--- config.mk ---
export PLATFORM = sky130hd
export DESIGN_NAME = control_sequencer
export DESIGN_NICKNAME = d
export VERILOG_FILES = /design/src/rtl/sap_pkg.sv /design/src/rtl/ctrl_decode.sv /design/src/rtl/control_sequencer.sv
export SDC_FILE = /design/constraint.sdc
export NUM_CORES = 1
export LEC_CHECK = 0
export CAP_MARGIN = 5
export CORE_AREA = 2 2 39 41
export CTS_BUF_LIST = sky130_fd_sc_hd__clkbuf_4 sky130_fd_sc_hd__clkbuf_8 sky130_fd_sc_hd__clkbuf_16
export CTS_CLUSTER_DIAMETER = 40
export CTS_CLUSTER_SIZE = 25
export DETAILED_ROUTE_END_ITERATION = 8
export DIE_AREA = 0 0 41 43
export DONT_BUFFER_PORTS = 1
export PLACE_DENSITY_LB_ADDON = 0.3
export SLEW_MARGIN = 0
export SYNTH_ARGS = -nofsm -noshare
export SYNTH_HDL_FRONTEND = slang
export SYNTH_SLANG_ARGS = --single-unit
export TNS_END_PERCENT = 20
--- constraint.sdc ---
create_clock -name clk -period 1.93 [get_ports clk]
set_clock_uncertainty 0.1 [all_clocks]
set_input_delay 0.386 -clock clk [delete_from_list [all_inputs] [get_ports clk]]
set_output_delay 0.386 -clock clk [all_outputs]
set_load 0.03 [all_outputs]
--- src/rtl/sap_pkg.sv ---
// Shared definitions for the SAP CPU fetch/execute controller:
// opcodes, state encoding and control-word bit positions.
package sap_pkg;

    localparam logic [3:0] OP_NOP = 4'h0;
    localparam logic [3:0] OP_LDA = 4'h1;
    localparam logic [3:0] OP_ADD = 4'h2;
    localparam logic [3:0] OP_SUB = 4'h3;
    localparam logic [3:0] OP_STA = 4'h4;
    localparam logic [3:0] OP_LDI = 4'h5;
    localparam logic [3:0] OP_JMP = 4'h6;
    localparam logic [3:0] OP_JC  = 4'h7;
    localparam logic [3:0] OP_JZ  = 4'h8;
    localparam logic [3:0] OP_OUT = 4'hE;
    localparam logic [3:0] OP_HLT = 4'hF;

    typedef enum logic [2:0] {
        ST_FETCH0 = 3'd0,
        ST_FETCH1 = 3'd1,
        ST_EXEC0  = 3'd2,
        ST_EXEC1  = 3'd3,
        ST_EXEC2  = 3'd4,
        ST_HALT   = 3'd5
    } state_t;

    // Control-word bit positions; bus drivers first so the one-hot group is contiguous.
    localparam int CW_PC_OE       = 0;
    localparam int CW_IR_ADDR_OE  = 1;
    localparam int CW_RAM_OE      = 2;
    localparam int CW_A_OE        = 3;
    localparam int CW_ALU_OE      = 4;
    localparam int CW_MAR_WRITE   = 5;
    localparam int CW_IR_WRITE    = 6;
    localparam int CW_A_WRITE     = 7;
    localparam int CW_B_WRITE     = 8;
    localparam int CW_RAM_WRITE   = 9;
    localparam int CW_OUT_WRITE   = 10;
    localparam int CW_FLAGS_WRITE = 11;
    localparam int CW_PC_INC      = 12;
    localparam int CW_PC_LOAD     = 13;
    localparam int CW_ALU_SUB     = 14;
    localparam int CW_W           = 15;

endpackage

--- src/rtl/ctrl_decode.sv ---
// Pure combinational decode of {state, opcode, flags} into the control word,
// plus flags marking the final execute cycle and a transition into HALT.
module ctrl_decode
    import sap_pkg::*;
#(
    parameter int OPW           = 4,
    parameter bit ILLEGAL_HALTS = 1'b0
) (
    input  state_t            state,
    input  logic [OPW-1:0]    opcode,
    input  logic              flag_z,
    input  logic              flag_c,
    output logic [CW_W-1:0]   cw,
    output logic              last,
    output logic              to_halt
);

    logic [3:0] op;
    assign op = 4'(opcode);

    always_comb begin
        cw      = '0;
        last    = 1'b0;
        to_halt = 1'b0;
        case (state)
            ST_FETCH0: begin
                cw[CW_PC_OE]     = 1'b1;
                cw[CW_MAR_WRITE] = 1'b1;
            end
            ST_FETCH1: begin
                cw[CW_RAM_OE]   = 1'b1;
                cw[CW_IR_WRITE] = 1'b1;
                cw[CW_PC_INC]   = 1'b1;
            end
            ST_EXEC0: begin
                case (op)
                    OP_NOP: last = 1'b1;
                    OP_LDA, OP_ADD, OP_SUB, OP_STA: begin
                        cw[CW_IR_ADDR_OE] = 1'b1;
                        cw[CW_MAR_WRITE]  = 1'b1;
                    end
                    OP_LDI: begin
                        cw[CW_IR_ADDR_OE] = 1'b1;
                        cw[CW_A_WRITE]    = 1'b1;
                        last              = 1'b1;
                    end
                    OP_JMP: begin
                        cw[CW_IR_ADDR_OE] = 1'b1;
                        cw[CW_PC_LOAD]    = 1'b1;
                        last              = 1'b1;
                    end
                    OP_JC: begin
                        cw[CW_IR_ADDR_OE] = flag_c;
                        cw[CW_PC_LOAD]    = flag_c;
                        last              = 1'b1;
                    end
                    OP_JZ: begin
                        cw[CW_IR_ADDR_OE] = flag_z;
                        cw[CW_PC_LOAD]    = flag_z;
                        last              = 1'b1;
                    end
                    OP_OUT: begin
                        cw[CW_A_OE]      = 1'b1;
                        cw[CW_OUT_WRITE] = 1'b1;
                        last             = 1'b1;
                    end
                    OP_HLT: begin
                        last    = 1'b1;
                        to_halt = 1'b1;
                    end
                    default: begin
                        last    = 1'b1;
                        to_halt = ILLEGAL_HALTS;
                    end
                endcase
            end
            ST_EXEC1: begin
                case (op)
                    OP_LDA: begin
                        cw[CW_RAM_OE]  = 1'b1;
                        cw[CW_A_WRITE] = 1'b1;
                        last           = 1'b1;
                    end
                    OP_ADD, OP_SUB: begin
                        cw[CW_RAM_OE]  = 1'b1;
                        cw[CW_B_WRITE] = 1'b1;
                    end
                    OP_STA: begin
                        cw[CW_A_OE]      = 1'b1;
                        cw[CW_RAM_WRITE] = 1'b1;
                        last             = 1'b1;
                    end
                    default: last = 1'b1;
                endcase
            end
            ST_EXEC2: begin
                if (op == OP_ADD || op == OP_SUB) begin
                    cw[CW_ALU_OE]      = 1'b1;
                    cw[CW_A_WRITE]     = 1'b1;
                    cw[CW_FLAGS_WRITE] = 1'b1;
                    cw[CW_ALU_SUB]     = (op == OP_SUB);
                end
                last = 1'b1;
            end
            default: ;
        endcase
    end

endmodule

--- src/rtl/control_sequencer.sv ---
// Fetch/execute sequencer for the 16-bit SAP CPU: state register, next-state
// logic and reset gating around the combinational decoder.
//
//   state   | meaning
//   FETCH0  | PC -> MAR
//   FETCH1  | RAM -> IR, PC++
//   EXEC0   | first execute cycle, opcode and flags decoded
//   EXEC1   | second execute cycle (LDA/STA/ADD/SUB)
//   EXEC2   | third execute cycle (ADD/SUB)
//   HALT    | stopped until reset
module control_sequencer
    import sap_pkg::*;
#(
    parameter int OPW           = 4,
    parameter bit ILLEGAL_HALTS = 1'b0
) (
    input  logic        clk,
    input  logic        rst,
    input  logic [15:0] ir_out,
    input  logic        flag_z,
    input  logic        flag_c,
    output logic        pc_oe,
    output logic        ir_addr_oe,
    output logic        ram_oe,
    output logic        a_oe,
    output logic        alu_oe,
    output logic        mar_write,
    output logic        ir_write,
    output logic        a_write,
    output logic        b_write,
    output logic        ram_write,
    output logic        out_write,
    output logic        flags_write,
    output logic        pc_inc,
    output logic        pc_load,
    output logic        alu_sub,
    output logic        instr_done,
    output logic        halted
);

    state_t            state;
    state_t            state_nxt;
    logic [CW_W-1:0]   cw;
    logic [CW_W-1:0]   cw_gated;
    logic              last;
    logic              to_halt;

    // The operand field is consumed by the datapath, not by the controller.
    logic unused_operand;
    assign unused_operand = ^ir_out[15-OPW:0];

    ctrl_decode #(
        .OPW           (OPW),
        .ILLEGAL_HALTS (ILLEGAL_HALTS)
    ) u_decode (
        .state   (state),
        .opcode  (ir_out[15 -: OPW]),
        .flag_z  (flag_z),
        .flag_c  (flag_c),
        .cw      (cw),
        .last    (last),
        .to_halt (to_halt)
    );

    always_ff @(posedge clk) begin
        if (rst) state <= ST_FETCH0;
        else     state <= state_nxt;
    end

    always_comb begin
        state_nxt = state;
        case (state)
            ST_FETCH0: state_nxt = ST_FETCH1;
            ST_FETCH1: state_nxt = ST_EXEC0;
            ST_EXEC0:  state_nxt = to_halt ? ST_HALT : (last ? ST_FETCH0 : ST_EXEC1);
            ST_EXEC1:  state_nxt = to_halt ? ST_HALT : (last ? ST_FETCH0 : ST_EXEC2);
            ST_EXEC2:  state_nxt = to_halt ? ST_HALT : ST_FETCH0;
            ST_HALT:   state_nxt = ST_HALT;
            default:   state_nxt = ST_FETCH0;
        endcase
    end

    // Outputs are silenced combinationally for the whole reset cycle, so an
    // aborted instruction cannot leak a strobe.
    assign cw_gated    = rst ? '0 : cw;
    assign instr_done  = ~rst & last;
    assign halted      = ~rst & (state == ST_HALT);

    assign pc_oe       = cw_gated[CW_PC_OE];
    assign ir_addr_oe  = cw_gated[CW_IR_ADDR_OE];
    assign ram_oe      = cw_gated[CW_RAM_OE];
    assign a_oe        = cw_gated[CW_A_OE];
    assign alu_oe      = cw_gated[CW_ALU_OE];
    assign mar_write   = cw_gated[CW_MAR_WRITE];
    assign ir_write    = cw_gated[CW_IR_WRITE];
    assign a_write     = cw_gated[CW_A_WRITE];
    assign b_write     = cw_gated[CW_B_WRITE];
    assign ram_write   = cw_gated[CW_RAM_WRITE];
    assign out_write   = cw_gated[CW_OUT_WRITE];
    assign flags_write = cw_gated[CW_FLAGS_WRITE];
    assign pc_inc      = cw_gated[CW_PC_INC];
    assign pc_load     = cw_gated[CW_PC_LOAD];
    assign alu_sub     = cw_gated[CW_ALU_SUB];

endmodule

==> qor.yml, run 1 <==
final_layout:
  antennaDiodeCount: 0
  regMostFlops: "state"
  stdcell_count: 98
  drive_gt1_share_pct: 45.12
  largest_reg_flops: 3
  reg_top3: "state: 3 flops"
  final_cell_mix: "buf_4, o21ai_0"
  final_net_count: 103
  area_growth_pct: 32.43
  final_util_pct: 48.73
  fin_area_um2: 674.4
  final_common_cell: "buf_4"
clocking:
  tritoncts: "yes"
  clock_sinks: 3
  cts.path.max_buffers: 2
  cts_root_buffer: "clkbuf_4"
  clkTransAtPathRegs_ps: 40
  htree_levels: 1
  cts_inserted_buffers: 3
  insertion_delay_ps: 230
  cts_hold_buffers: 0
floorplan:
  ioPinCount: 37
  fp.dieH_um: 43
  core_area_mm2: 0.001384
  start_util_pct: 36.80
  dieArea_mm2: 0.001763
  rows: 14
  die_w_um: 41
setup_path:
  r2r_slack_ps: 560
  r2r-start: "state[0]"
  crit_type: "reg -> out"
  required_ps: 1440
  worstPathMaxFanout: 5
  r2r_cells: 3
  worst_ep_arrival_time_ps: 1490
  worstReg2RegEnd: "state[0]"
  startpoint_type: "register"
  cp-end-kind: "primary output"
timing:
  finalWorstSetupSlack_ps: -43.72
  min_period_over_period_pct: 102.3
  fmax_ghz: 0.5067
  period_minus_slack_ps: 1974
  slew_headroom_pct: 68.97
  slew_viol_final: 0
  final_hold_viol_count: 0
  setup_violations: 1
  rsz0062_at_grt: "yes"
  tightestPinTransition_ps: 461.9
drt:
  dr_total_vias: 562
  ant_nets: 0
  dr.pass1.iters: 4
  vias_per_cell: 5.735
  route.detailed.drc: 0
  avgRoutedWirePerCell_um: 14.14
  initialDrtViolationCount: 11
  wirelength_mm: 1.386
run_status:
  violations: "negative setup slack"
  run_status: "complete, but fails checks"
worst_hold_path:
  hold_path.class: "in -> reg"
  min-delay-start: "rst"
  whs_path_depth: 1
  hold_path_end: "state[2]"
pwr:
  switchingPower_mw: 0.2344
  p_seq_share_pct: 19.4
  combPwrFrac_pct: 56.7
  switching_share_pct: 44.67
  power.density_mw_per_mm2: 778.1
  p_clk_share_pct: 23.9
  ir_worst_vdd_uv: 704.4
  leakage_nw: 0.2688
  p_int_mw: 0.2904
global_routing:
  grt-ovfl-total: 0
  grt_max_degree: 16
  grt_pass1_vias: 504
  antenna_found_initial: 0
  grt_pass1_wl_mm: 2.221
  track_usage_pct: 17.74
place:
  io_buffers: 0
  gp_congestion: 0.7987
  dp.cells: 93
  dp_hpwl_mm: 1.008
  placed_cell_area_um2: 606.8
yosys:
  ys.flop_type: "dfxtp_1"
  seq_area_frac_synth_pct: 11.79
  synth.net_count: 90
  synth_async_sr_flop_share_pct: 0
  ys_types: 38
  yosys_warnings: 0
  synth.avg_cell_area_um2: 7.275
  syn_inst: 70
  synth_area_um2: 509.2
  synth_edf_count: 0
  ys_seq_elements: 3
flow_run:
  maxCapViolations: 0
## routing by layer
| layer | global-route usage [%] | up-vias | wire [um] |
|---|---|---|---|
| met2 | 28.44 | 7 | 758 |
| met4 | 0 | 0 | 0 |
| met1 | 23.64 | 270 | 601 |
| li1 | - | 285 | - |
| met3 | 6.283 | 0 | 27 |
| met5 | 0 | - | 0 |
## how the worst max path moves through the flow
| stage | start | to | slack (ps) | depth (start not counted) |
|---|---|---|---|---|
| final | state[2] | a_write | -40 | 4 |
| after global routing | state[2] | a_write | -100 | 4 |
| after CTS | state[2] | a_write | -70 | 5 |
| after detailed placement | ir_out[13] | a_write | 80 | 4 |
| after global placement | ir_out[13] | a_write | 120 | 4 |
| after floorplan | ir_out[12] | mar_write | -80 | 4 |
## synth_stat cells (2+ instances only)
cell type	instances	area, um^2
nand2_1	5	18.77
o21ai_0	5	25.02
a21oi_1	4	20.02
nor2_1	4	15.01
nor3_1	4	20.02
and3_2	3	22.52
dfxtp_1	3	60.06
inv_1	3	11.26
nand2b_1	3	18.77
and2_1	2	12.51
buf_2	2	10.01
buf_4	2	15.01
buf_6	2	22.52
nand3_1	2	10.01
nor3b_1	2	15.01
o21bai_1	2	15.01
## power by group through the flow
stage	logic [mW]	clock network, mW	registers [mW]
4_1_cts	0.292	0.129	0.102
3_3_place_gp	0.275	0	0.101
6_report	0.298	0.125	0.102
5_1_grt	0.317	0.136	0.105
2_1_floorplan	0.226	0	0.0981
3_5_place_dp	0.280	0	0.100
## cell families (layout without fill, tap and decap cells)
| group | after synthesis | count (layout) | share of synthesized area (%) |
|---|---|---|---|
| AND/OR/NAND/NOR | 38 | 38 | 49.14 |
| buffers and inverters | 10 | 22 | 12.53 |
| flip-flops | 3 | 3 | 11.79 |
| AO/OA/AOI/OAI | 19 | 19 | 26.54 |
## metrics by stage
step | setup TNS (ps) | setup WS, ps | hold slack, ps | total power, mW
2_1_floorplan | -295.5 | -84.40 | 365.3 | 0.3245
3_3_place_gp | 0 | 118.4 | 376.4 | 0.3764
3_5_place_dp | 0 | 83.24 | 382.2 | 0.3800
4_1_cts | -188.2 | -71.38 | 128.8 | 0.5227
5_1_grt | -244.4 | -97.88 | 127.8 | 0.5582
6_report | -43.72 | -43.72 | 135.8 | 0.5248
## what timing repair did
| action | CTS | global route |
|---|---|---|
| pin swaps | 2 | 3 |
| gates resized for setup | 6 | 3 |
| buffers inserted | 0 | 0 |
| cloned | 1 | 0 |
| setup endpoints to repair | 10 | 7 |
## final cells by class
cell class / instances / area (um^2)
fillers: 137 / 709.4
multi-input cells: 57 / 436.7
repair buffers: 15 / 113.9
flip-flops and latches: 3 / 62.56
clock buffers: 4 / 30.03
well taps: 16 / 20.02
inverters: 3 / 11.26
## worst max-delay path, cell delays in order, from the launching register on
cell	delay, ps
dfxtp_2	330
and2b_2	270
a31oi_2	120
a2111oi_4	330
buf_4	210
Note: power is estimated with default switching activity, not from simulation.
==> run 2: changes to the inputs <==
--- a/config.mk
+++ b/config.mk
@@ -14,7 +14,7 @@
 export DIE_AREA = 0 0 41 43
 export DONT_BUFFER_PORTS = 1
 export PLACE_DENSITY_LB_ADDON = 0.3
-export SLEW_MARGIN = 0
+export SLEW_MARGIN = 25
 export SYNTH_ARGS = -nofsm -noshare
 export SYNTH_HDL_FRONTEND = slang
 export SYNTH_SLANG_ARGS = --single-unit
==> results of run 2 <==
The final DEF is identical to that of run 1; final timing and power are the same.
